==> config.mk <==
export PLATFORM = sky130hd
export DESIGN_NAME = job_seq
export DESIGN_NICKNAME = d
export VERILOG_FILES = /design/src/rtl/job_seq.sv
export SDC_FILE = /design/constraint.sdc
export NUM_CORES = 1
export LEC_CHECK = 0
export BUFFER_PORTS_ARGS = -buffer_cell sky130_fd_sc_hd__buf_2
export CAP_MARGIN = 20
export CELL_PAD_IN_SITES_DETAIL_PLACEMENT = 2
export CELL_PAD_IN_SITES_GLOBAL_PLACEMENT = 2
export CORE_MARGIN = 5
export CORE_UTILIZATION = 33
export CTS_CLUSTER_SIZE = 20
export DETAILED_ROUTE_END_ITERATION = 16
export PLACE_DENSITY = 0.75
export RECOVER_POWER = 50
export SYNTH_ARGS = -nofsm -noshare
export SYNTH_HDL_FRONTEND = slang
export SYNTH_SLANG_ARGS = --single-unit
==> constraint.sdc <==
create_clock -name clk -period 4.1 [get_ports clk]
set_input_delay 0.615 -clock clk [delete_from_list [all_inputs] [get_ports clk]]
set_output_delay 0.615 -clock clk [all_outputs]
set_load 0.03 [all_outputs]
==> src/rtl/job_seq.sv <==
// job_seq: one start pulse runs matrix load, N source blocks and result drain.
// Optional JOB_SEQ_PERF_EN builds the run-cycle performance counter.
module job_seq #(
  parameter int MAT_BEATS = 64,
  parameter int BLK_W     = 16,
  parameter int DST_LG2   = 3,
  parameter int PERF_W    = 32
) (
  input  logic              clk,
  input  logic              rst,
  input  logic              start,
  input  logic              abort,
  input  logic [BLK_W-1:0]  cfg_blocks,
  input  logic              src_valid,
  input  logic              src_ready,
  input  logic              src_fin,
  input  logic              dst_valid,
  input  logic              dst_ready,
  output logic              matw,
  output logic              run,
  output logic              last,
  output logic              busy,
  output logic              done,
  output logic [PERF_W-1:0] perf_cycles
);

  localparam int MW = (MAT_BEATS > 1) ? $clog2(MAT_BEATS) : 1;
  localparam int DW = BLK_W + DST_LG2;

  localparam logic [2:0] IDLE = 3'd0;
  localparam logic [2:0] MATW = 3'd1;
  localparam logic [2:0] GAP  = 3'd2;
  localparam logic [2:0] RUN  = 3'd3;
  localparam logic [2:0] LAST = 3'd4;
  localparam logic [2:0] DONE = 3'd5;

  localparam logic [MW-1:0] MAT_END = MW'(MAT_BEATS - 1);

  logic [2:0]       state;
  logic [2:0]       state_nxt;
  logic [BLK_W-1:0] blocks;
  logic [BLK_W-1:0] blk_cnt;
  logic [MW-1:0]    mat_cnt;
  logic [DW-1:0]    dst_cnt;
  logic [BLK_W-1:0] blk_end;
  logic [DW-1:0]    dst_end;
  logic             dst_beat;
  logic             go;
  logic             mat_hit;
  logic             fin_hit;
  logic             dst_hit;
  logic             src_unused;

  // The write side counts on valid alone, so src_ready is only observed.
  assign src_unused = src_ready;

  assign dst_beat = dst_valid & dst_ready;
  assign go       = (state == IDLE) & start & ~abort;
  assign blk_end  = blocks - 1'b1;
  assign dst_end  = {blocks, {DST_LG2{1'b0}}} - 1'b1;
  assign mat_hit  = src_valid & (mat_cnt == MAT_END);
  assign fin_hit  = src_fin & (blk_cnt == blk_end);
  assign dst_hit  = dst_beat & (dst_cnt == dst_end);

  always_comb begin
    state_nxt = state;
    if (abort && state != IDLE) begin
      state_nxt = IDLE;
    end else begin
      case (state)
        IDLE: if (go) state_nxt = MATW;
        MATW: if (mat_hit) state_nxt = GAP;
        GAP:  state_nxt = (blocks != '0) ? RUN : DONE;
        RUN:  if (fin_hit) state_nxt = dst_hit ? DONE : LAST;
        LAST: if (dst_hit) state_nxt = DONE;
        DONE: state_nxt = IDLE;
        default: state_nxt = IDLE;
      endcase
    end
  end

  always_ff @(posedge clk) begin
    if (rst) begin
      state   <= IDLE;
      blocks  <= '0;
      blk_cnt <= '0;
      mat_cnt <= '0;
      dst_cnt <= '0;
      matw    <= 1'b0;
      run     <= 1'b0;
      last    <= 1'b0;
      busy    <= 1'b0;
      done    <= 1'b0;
    end else begin
      state <= state_nxt;
      matw  <= (state_nxt == MATW);
      run   <= (state_nxt == RUN) || (state_nxt == LAST);
      last  <= (state_nxt == LAST);
      busy  <= (state_nxt != IDLE);
      done  <= (state_nxt == DONE);
      if (go) begin
        blocks  <= cfg_blocks;
        blk_cnt <= '0;
        mat_cnt <= '0;
        dst_cnt <= '0;
      end else begin
        if (state == MATW && src_valid)
          mat_cnt <= mat_cnt + 1'b1;
        if (state == RUN && src_fin)
          blk_cnt <= blk_cnt + 1'b1;
        if ((state == RUN || state == LAST) && dst_beat)
          dst_cnt <= dst_cnt + 1'b1;
      end
    end
  end

`ifdef JOB_SEQ_PERF_EN
  logic [PERF_W-1:0] perf_cnt;
  logic [PERF_W-1:0] perf_q;

  // Captured on the edge into DONE, so include this cycle's run.
  always_ff @(posedge clk) begin
    if (rst) begin
      perf_cnt <= '0;
      perf_q   <= '0;
    end else begin
      if (go)
        perf_cnt <= '0;
      else if (run)
        perf_cnt <= perf_cnt + 1'b1;
      if (state_nxt == DONE && state != DONE)
        perf_q <= perf_cnt + PERF_W'(run);
    end
  end

  assign perf_cycles = perf_q;
`else
  assign perf_cycles = '0;
`endif

endmodule
* Word level (Yosys, flattened, before mapping) *
Index checks and enable logic that the tools add are counted.

operators by class
  add/subtract/negate cells = 5
  bitwise gates (word level) = 7
  muxes and demuxes = 8
  reduce and logical (&&, ||, !) cells = 11
  equal/unequal tests = 11

operators by type and width
  kind                   number
  $add 19x1->19 const B  1
  $eq 19x19->1           1
  $sub 19x1->19 const B  1
  $mux 3                 6
  $add 16x1->16 const B  1
  $eq 16x16->1           1
  $reduce_bool 16->1     1
  $sub 16x1->16 const B  1
  $pmux 3 s5             1
  $eq 3x2->1 const B     3
  $eq 3x3->1 const B     3
  $add 6x1->6 const B    1
  $and 1x1->1            6
  $eq 3x1->1 const B     2
  $eq 6x6->1 const B     1
  $reduce_bool 3->1      2
  $logic_and 1x1->1      4
  $logic_not 3->1        1
  $logic_or 1x1->1       2
  $reduce_or 2->1        1
  $mux 1                 1
  $not 1->1              1

word-level totals
  word-level logic and storage cells = 52
  flip-flop bits (word level) = 65
  input port bits = 25
  output and inout port bits = 37

* Logic depth before layout (Yosys ltp) *
  word-level depth = 9
  depth in mapped cells = 12
  depth with buffers taken out = 10

* Least setup slack after synthesis *
OpenSTA, ideal clock, no wires.

  path type = register -> register
  start = register blocks[0]
  end = register matw
  setup time = 0.125 ns
  buffers on the path = 1
  cell stages (with the launch flop) = 12
  clock period less this slack = 2.879 ns
  data arrival time = 2.754 ns
  required time = 3.975 ns
  slack = 1.221 ns
  path through = dfxtp_1 > buf_2 > inv_1 > ha_1 > or4b_4 > nor4_4 > nor2_1 > or3_1 > or4_4 > o21ai_2 > and2_1 > nor3_1

on the way
  longest elaborated chain between the ends = 8
  elaborated cells between the ends (all ways) = 14
  classes of those cells = add/sub (2); eq/ne (3); mux (6); bitwise (2); reduce/logical (1)

RTL lines
  what                    line  RTL
  start, declared         41    logic [BLK_W-1:0] blocks;
  start signal, assigned  102   blocks <= cfg_blocks;
  $sub 19x1->19           60    assign dst_end = {blocks, {DST_LG2{1'b0}}} - 1'b1;
  $eq 19x19->1            63    assign dst_hit = dst_beat & (dst_cnt == dst_end);
  $and 1x1->1             63
  $mux 1                  74    RUN: if (fin_hit) state_nxt = dst_hit ? DONE : LAST;
  $mux 3                  74
  $pmux 3 s5 *            70    case (state)
  $mux 3 *                67    if (abort && state != IDLE) begin
  $eq 3x1->1 *            96    matw <= (state_nxt == MATW);
  end signal, assigned    96
  end, declared           19    output logic matw,

Mark *: on every way between the ends. The rest lies on a longest branch, timed or not.
A chain may end at the register's enable or synchronous reset.

* Worst setup path after layout *
  start = register blocks[1]
  end = register matw

The elaborated chain is that of the path after synthesis.

==> metrics.yaml <==
worstPathArrival_ps: 3710
min_period_over_period: 0.855
die_w_um: 122
drtIter0Drc: 147
grt_pass1_vias: 4087
dpl.hpwl_mm: 9.65
drt_pre_antenna_iters: 4
cpPeakStageDelay_ps: 570
min_period_ps: 3500
rr_endpoint: "matw"
path_class: "register to register"
drc: 0
fmax_mhz: 285
clk_latency_ps: 340
routedWlPerCell_um: 17.9
vdd_drop_max_mv: 0.198
tightestPinTransition_ps: 1070
grt_overflow_total: 0
synth_cells: 527
fillers: 1411
antenna_found_initial: 0
diodes: 0
coreArea_sq_um: 12100
fin_area_sq_um: 4520
maxCapViolations: 0
cts_root_buf: "clkbuf_16"
cp_num_cells: 10
num_rows: 40
grt_usage: 0.184
ctsHoldBuffers: 0
cp-end-kind: "register"
required_ps: 4310
cts_tree: "yes"
synth_edf_count: 0
p_int_mw: 1.23
drive_gt1_frac: 0.107
cpMaxStageDelayCell: "or4b_4"
cts_made_buffers: 9
setup.worst_path.start_class: "register"
clock_sinks: 65
regToRegStartpoint: "blocks[1]"
finalHoldViolations: 0
ys.flop_type: "dfxtp_1"
timing.hold.ws_ps: 507
yosysUniqueCellTypes: 58
seqPwrFrac: 0.384
clk_path_buf_depth: 2
h-tree-depth: 3
finalClockSkew_ps: 6.67
cp-startpoint: "blocks[1]"
ys_warn_count: 0
synth-seq-cells: 65
critical_path.endpoint: "matw"
grt_setup_unrepaired: "false"
status: "finished clean"
combinationalPowerShare: 0.175
syn_area_per_cell_sq_um: 7.79
clkTransAtPathRegs_ps: 50
portBuffers: 28
io_pins: 62
rrSetupSlack_ps: 600
start_util: 0.339
synth-async-reset-ratio: 0
hold_path.class: "input port to register"
gp_congestion: 0.805
worst_r2r_path_depth: 10
syn-cell-area_sq_um: 4110
ctsResizeCount: 0
p_switching_uw: 507
vias: 3657
ant_nets: 0
p_sw_frac: 0.292
areaGrowthSynthToFinish_pct: 10.2
fin_setup_tns_ps: 0
cp_top_family: "simple AND/OR/NAND/NOR gates"
slew_headroom: 0.278
via_per_inst: 5.14
path_cells: "inv_1, ha_1, or4b_4, nor3_1, xnor2_1, a221o_1, or4_4, o21ai_2, and2_1, nor3_1"
place_area_sq_um: 4240
grt_max_degree: 25
grt_pass1_wl_mm: 21.3
report.final.slew_viol_count: 0
cpMostUsedCell: "nor3_1"
crit_fanout: 11
nets: 568
path_buf_inv: 1
p_per_area_nw_per_um2: 385
drt-total-wl_mm: 12.8
synth-seq-area-share: 0.317
setup_viol: 0
p_leak_nw: 1.72
die_h_um: 122
die_area_sq_um: 14800
post_cts_buffers: 0
power_frac_clock: 0.441
-- layer usage --
metal  vias up  track usage  routed length [um]
li1       1769            -                   -
met1      1818        0.220                5560
met2        49        0.330                6630
met3        21       0.0376                 318
met4         0       0.0602                 240
met5         -            0                   0
-- cells in the mapped netlist (all sizes together) (2+ instances only) --
cell,count,share of area
or2,3,0.0046
and2,3,0.0046
inv,11,0.010
a31oi,2,0.0030
mux2i,6,0.015
a32oi,2,0.0043
nand3b,2,0.0037
a2111oi,2,0.0043
and3,10,0.015
a21oi,33,0.040
nor4b,2,0.0043
o22ai,3,0.0061
o31ai,3,0.0055
clkbuf,20,0.018
or4,4,0.0091
o21ai,18,0.023
nand2b,6,0.0091
o21a,2,0.0037
nand3,20,0.026
dfxtp,65,0.32
nor3,14,0.020
nand4,20,0.030
nor2b,5,0.0076
ha,4,0.012
xnor2,30,0.064
nor3b,2,0.0037
o211ai,2,0.0037
and4,2,0.0043
or3,14,0.021
a221o,2,0.0049
buf,43,0.073
nor2,62,0.057
nand2,57,0.053
nor4,5,0.019
xor2,35,0.075
-- registers in the layout, summed over array words and instances (netlist names) --
| name | count |
|---|---|
| last | 1 |
| dst_cnt | 19 |
| blocks | 16 |
| run | 1 |
| mat_cnt | 6 |
| state | 3 |
| done | 1 |
| blk_cnt | 16 |
| matw | 1 |
| busy | 1 |
-- metrics by stage --
| stage | worst slack, ps | power [mW] | utilization | cells |
|---|---|---|---|---|
| 2_1_floorplan | 1220 | 0.929 | - | 558 |
| 3_3_place_gp | 764 | 0.975 | 0.350 | 696 |
| 3_5_place_dp | 662 | 0.985 | 0.350 | 696 |
| 4_1_cts | 576 | 1.76 | 0.374 | 712 |
| 5_1_grt | 312 | 1.82 | 0.373 | 712 |
| 6_report | 596 | 1.74 | 0.373 | 712 |
-- worst register-to-register path, cell delays in order, from the launching register on --
cell and delay (ps):
dfxtp_1 380, inv_1 110, ha_1 460, or4b_4 570, nor3_1 360, xnor2_1 180
a221o_1 330, or4_4 450, o21ai_2 240, and2_1 220, nor3_1 70
-- cell families (layout without fill, tap and decap cells) --
logic type / after synthesis / after routing / synth area share
xor+xnor: 65 / 65 / 0.139
flops: 65 / 65 / 0.317
other cells: 1 / 32 / 0.000913
mux: 6 / 6 / 0.0146
simple gates: 234 / 234 / 0.299
buf+inv: 74 / 60 / 0.101
compound gates: 78 / 78 / 0.117
fa+ha+maj: 4 / 4 / 0.0122
-- power groups by stage --
stage / Sequential [mW] / Clock [mW] / Combinational [mW]
after global placement: 0.680 / 0 / 0.294
after detailed placement: 0.682 / 0 / 0.304
after floorplan: 0.665 / 0 / 0.265
final: 0.668 / 0.767 / 0.305
after CTS: 0.668 / 0.790 / 0.306
after global routing: 0.670 / 0.813 / 0.335
-- worst min-delay path by stage --
stage | startpoint | to | slack [ps] | cells past startpoint
after floorplan | mat_cnt[5] | mat_cnt[5] | 460 | 2
after global placement | mat_cnt[5] | mat_cnt[5] | 470 | 2
after detailed placement | mat_cnt[5] | mat_cnt[5] | 510 | 2
after CTS | cfg_blocks[6] | blocks[6] | 500 | 3
after global routing | cfg_blocks[13] | blocks[13] | 500 | 3
final | cfg_blocks[6] | blocks[6] | 510 | 3
-- cell type report --
class                           instances  area [sq um]  share of cell area
Clock buffer                           10           239              0.0528
Clock inverter                          6          57.6              0.0127
Inverter                               11          41.3             0.00913
Multi-Input combinational cell        419          2510               0.554
Sequential cell                        65          1300               0.288
Tap cell                              168           210              0.0465
Timing Repair Buffer                   33           168              0.0371
-- cell usage in the layout (no fill, tap or decap), types with 4 or more instances in the layout --
cell type,instances
and3_1,10
clkbuf_16,9
nor2_1,62
nand2b_1,6
dfxtp_1,65
buf_4,4
conb_1,32
nand4_1,20
buf_2,23
nor3_1,12
xnor2_1,30
nand3_1,19
or3_1,14
mux2i_1,6
nor2b_1,5
a21oi_1,33
clkbuf_1,6
clkinv_2,4
ha_1,4
nand2_1,56
o21ai_0,17
inv_1,11
xor2_1,35
(Power assumes the default switching activity.)
